## src/rtl/add_acc_pkg.sv

```systemverilog
// add_acc_pkg: shared width and state encoding for the add_accumulator slice
package add_acc_pkg;
  localparam int DATA_W = 32;
  typedef enum logic {ACC, OUT} acc_state_t;
endpackage

```

## src/rtl/adder.sv

```systemverilog
// adder: combinational 32-bit sum path feeding the accumulator
module adder
  import add_acc_pkg::*;
(
  input  logic [DATA_W-1:0] a,
  input  logic [DATA_W-1:0] b,
  output logic [DATA_W-1:0] y
);
  assign y = a + b;
endmodule

```

## src/rtl/add_accumulator.sv

```systemverilog
// add_accumulator: sums LEN accepted operands and emits one held result per group
module add_accumulator
  import add_acc_pkg::*;
#(
  parameter int LEN      = 4,
  parameter bit SATURATE = 1'b0
) (
  input  logic              clk,
  input  logic              rst_n,
  input  logic              clear,
  input  logic              in_valid,
  output logic              in_ready,
  input  logic [DATA_W-1:0] in_data,
  output logic              out_valid,
  input  logic              out_ready,
  output logic [DATA_W-1:0] out_sum,
  output logic              out_ovf
);
  localparam int CW = $clog2(LEN + 1);
  localparam logic [CW-1:0] LAST = CW'(LEN - 1);
  acc_state_t state, state_nx;
  logic [DATA_W-1:0] acc, sum, acc_nx;
  logic [CW-1:0] cnt;
  logic ovf, carry, live, take, done;
  adder u_adder (.a(acc), .b(in_data), .y(sum));
  // live keeps in_ready low through reset and releases it one edge later
  assign in_ready  = live && state == ACC;
  assign out_valid = state == OUT;
  always_comb begin
    carry    = sum < acc;
    acc_nx   = (SATURATE && carry) ? '1 : sum;
    take     = in_valid && in_ready && !clear;
    done     = take && cnt == LAST;
    state_nx = clear ? ACC : done ? OUT : (state == OUT && out_ready) ? ACC : state;
  end
  always_ff @(posedge clk or negedge rst_n)
    if (!rst_n) begin
      state   <= ACC;
      acc     <= '0;
      cnt     <= '0;
      ovf     <= 1'b0;
      live    <= 1'b0;
      out_sum <= '0;
      out_ovf <= 1'b0;
    end else begin
      live  <= 1'b1;
      state <= state_nx;
      if (clear || done) begin
        acc <= '0;
        cnt <= '0;
        ovf <= 1'b0;
      end else if (take) begin
        acc <= acc_nx;
        cnt <= cnt + 1'b1;
        ovf <= ovf | carry;
      end
      if (clear) begin
        out_sum <= '0;
        out_ovf <= 1'b0;
      end else if (done) begin
        out_sum <= acc_nx;
        out_ovf <= ovf | carry;
      end
    end
endmodule

```

## config.mk

```make
export PLATFORM = sky130hd
export DESIGN_NAME = add_accumulator
export DESIGN_NICKNAME = d
export VERILOG_FILES = /design/src/rtl/add_acc_pkg.sv /design/src/rtl/adder.sv /design/src/rtl/add_accumulator.sv
export SDC_FILE = /design/constraint.sdc
export NUM_CORES = 1
export LEC_CHECK = 0
export ABC_AREA = 1
export BUFFER_PORTS_ARGS = -buffer_cell sky130_fd_sc_hd__buf_4
export CORE_UTILIZATION = 64
export CTS_BUF_LIST = sky130_fd_sc_hd__clkbuf_16
export DETAILED_ROUTE_END_ITERATION = 10
export PLACE_DENSITY = 0.95
export SLEW_MARGIN = 20
export SYNTH_ARGS = -nofsm -noshare
export SYNTH_HDL_FRONTEND = slang
export SYNTH_SLANG_ARGS = --single-unit
```

## constraint.sdc

```tcl
create_clock -name clk -period 4.77 [get_ports clk]
set_input_delay 0.954 -clock clk [delete_from_list [all_inputs] [get_ports clk]]
set_output_delay 0.954 -clock clk [all_outputs]
set_load 0.02 [all_outputs]
```

==> reports/qor.yml <==
status: "finished, final reports clean"
synth_warnings: 0
setup_viol: 0
synth_nets: 1015
grt_overflow: 0
core_sq_mm: 0.00885
synth.cell_area_sq_mm: 0.00594
wl_um: 17200
nets: 1086
cp_max_fo: 5
hp-class: "register to register"
p_sw_share_pct: 36.7
vias: 6064
clkTransAtPathRegs_ps: 60
antenna_found_initial: 0
cts_tree: "built"
cts_setup_buffers: 0
synth_edf_count: 0
peakVddDrop_uv: 217
synthFlopType: "dfrtp_1"
pwr-share-clk_pct: 34.9
ys_seq_area_share_pct: 29.9
dp_hpwl_um: 13100
io_buffers: 71
final-max-slew-violation-count: 0
worstPathRequired_ps: 4990
cts_htree_levels: 3
worst_slew_pin_slew_ps: 940
die_w_um: 98.3
placed_cells: 1082
tns_ps: 0
syn_avg_cell_area_sq_um: 6.50
skew_ps: 8.54
p_int_uw: 1270
fmax_ghz: 0.258
combPwrFrac_pct: 32.8
max_slew_margin_pct: 37.3
synth_cell_type_count: 32
critPathCaptureType: "register"
gp_congestion: 0.944
hold_violations: 0
maxCapViolations: 0
cts.sinks: 71
rows: 34
dpl_cell_area_sq_mm: 0.00656
p_leak_uw: 0.00416
holdWs_ps: 482
synth_largest_area_cell: "dfrtp_1"
period_needed_ps: 3870
yosysMostFrequentCell: "nand2_1"
grt_max_degree: 72
initialDrtViolationCount: 556
worstSetupStartpointType: "input pin"
io_pins: 72
synth_top_area_share_pct: 29.9
p_seq_share_pct: 32.3
async_flop_share_pct: 100
clockBufferDepth: 2
synth_seq_cells: 71
die_area_sq_mm: 0.00967
synthTopCellsByCount: "353 x nand2_1, 176 x inv_1, 71 x dfrtp_1, 63 x ha_1, 57 x nand3_1"
area_delta_synth_final_pct: 15.6
cp.arrival_ps: 4090
rsz0062_at_grt: "no"
n_antenna_cell: 0
ant_nets: 0
first_pass_iters: 7
period_share_pct: 81.2
power.net_switching_uw: 735
vias_per_cell: 5.52
chipHeight_um: 98.3
cts_inserted_buffers: 9
grt_pass1_wl_um: 27800
initial_core_util_pct: 67.1
cts_resized: 0
crit_type: "input pin to register"
utilization_pct: 77.6
powerDensity_mw_per_mm2: 292
ctsHoldBuffers: 0
wl_per_cell_um: 15.7
fin_area_sq_mm: 0.00686
grt_usage_pct: 37.4
drc: 0
clkLatencyLatePin_ps: 340
fin_cells: 1098
drive_gt1_share_pct: 10.5
yosys-top-cells-area: "dfrtp_1 30%, nand2_1 22%, ha_1 13%"
reg2reg_slack_ps: 1250
fillers: 685
clock-root-buffer: "clkbuf_16"
synth_cells: 914
grt_pass1_vias: 5713
[power groups by stage]
stage | Clock, uW | Sequential [uW] | Combinational (uW)
2_1_floorplan | 0 | 648 | 441
3_3_place_gp | 0 | 654 | 602
3_5_place_dp | 0 | 655 | 624
4_1_cts | 697 | 644 | 638
5_1_grt | 724 | 647 | 729
6_report | 699 | 646 | 656
[routing by layer]
layer / vias up / part of all wire (%) / wire length [um] / track usage (%)
met5: - / 0 / 0 / 0
met4: 0 / 2.6 / 456 / 14.2
met3: 45 / 11 / 1830 / 6.30
met2: 343 / 43 / 7320 / 55.7
met1: 2730 / 44 / 7610 / 54.4
li1: 2946 / - / - / -
[cells in the final DEF, fill, tap and decap left out, drive strengths merged]
| master | instances |
|---|---|
| o21bai | 1 |
| a21o | 2 |
| bufinv | 1 |
| or2 | 1 |
| o22ai | 9 |
| o21a | 2 |
| nand4 | 3 |
| nand3 | 60 |
| buf | 72 |
| nand2 | 357 |
| a21oi | 31 |
| clkbuf | 9 |
| a22o | 1 |
| nor2 | 52 |
| nand3b | 3 |
| and2 | 15 |
| xnor2 | 1 |
| o21ai | 28 |
| o31ai | 1 |
| inv | 180 |
| xor2 | 15 |
| ha | 63 |
| fa | 1 |
| dfrtp | 71 |
| nor3 | 7 |
| conb | 1 |
| clkinv | 3 |
[through the flow]
step / worst slack [ps] / total power (uW)
detailed placement: 849 / 1280
global placement: 927 / 1260
finish: 897 / 2000
CTS: 946 / 1980
global route: 739 / 2100
floorplan: 1340 / 1090
[critical path, cell delays in order]
cell,delay [ps]
buf_4,110
ha_1,270
fa_1,480
nand3_1,130
nand3_2,90
nand2_1,70
nand2_1,80
nand2_1,80
nand2_2,70
nand2_1,80
nand3_1,100
and2_1,180
ha_1,280
nand4_1,170
nor2_1,190
nand2_1,90
nor3_1,230
nand2_1,140
nand2_1,120
nand2_1,60
nand2_1,50
nand2_1,60
[cell families after synthesis]
group                    count (synthesis)  synth area share (%)
flip-flops                              71                  29.9
buffers and inverters                  189                  12.1
AND/OR/NAND/NOR                        498                  34.6
AO/OA/AOI/OAI                           75                  6.83
XOR/XNOR                                16                  2.87
adder cells (fa/ha/maj)                 64                  13.6
other                                    1                0.0632
[layout make-up]
| class | instances | area (sq um) | area share [%] |
|---|---|---|---|
| tap | 108 | 135 | 1.97 |
| inverter | 177 | 664 | 9.68 |
| timing repair buffer | 72 | 541 | 7.88 |
| multi-input combinational | 654 | 3440 | 50.2 |
| clock inverter | 7 | 78.8 | 1.15 |
| clock buffer | 9 | 225 | 3.28 |
| sequential | 71 | 1780 | 25.9 |
[flip-flops by register name, summed over array words and instances, names as in the netlist]
signal	flops
out_sum	32
ovf	1
acc	32
cnt	3
out_ovf	1
out_valid	1
live	1
[worst paths after layout]
kind	startpoint	end	cells past startpoint
worst max-delay path	in_data[0]	out_ovf$_DFFE_PN0N_	22
worst min-delay path	out_sum[22]$_DFFE_PN0N_	out_sum[22]$_DFFE_PN0N_	2
worst max register to register	acc[0]$_DFFE_PN0P_	out_ovf$_DFFE_PN0N_	21
worst min register to register	out_sum[22]$_DFFE_PN0N_	out_sum[22]$_DFFE_PN0N_	2
max in group asynchronous	rst_n	acc[13]$_DFFE_PN0P_	1
min in group asynchronous	rst_n	acc[6]$_DFFE_PN0P_	1
Power figures use the tool's default switching activity.
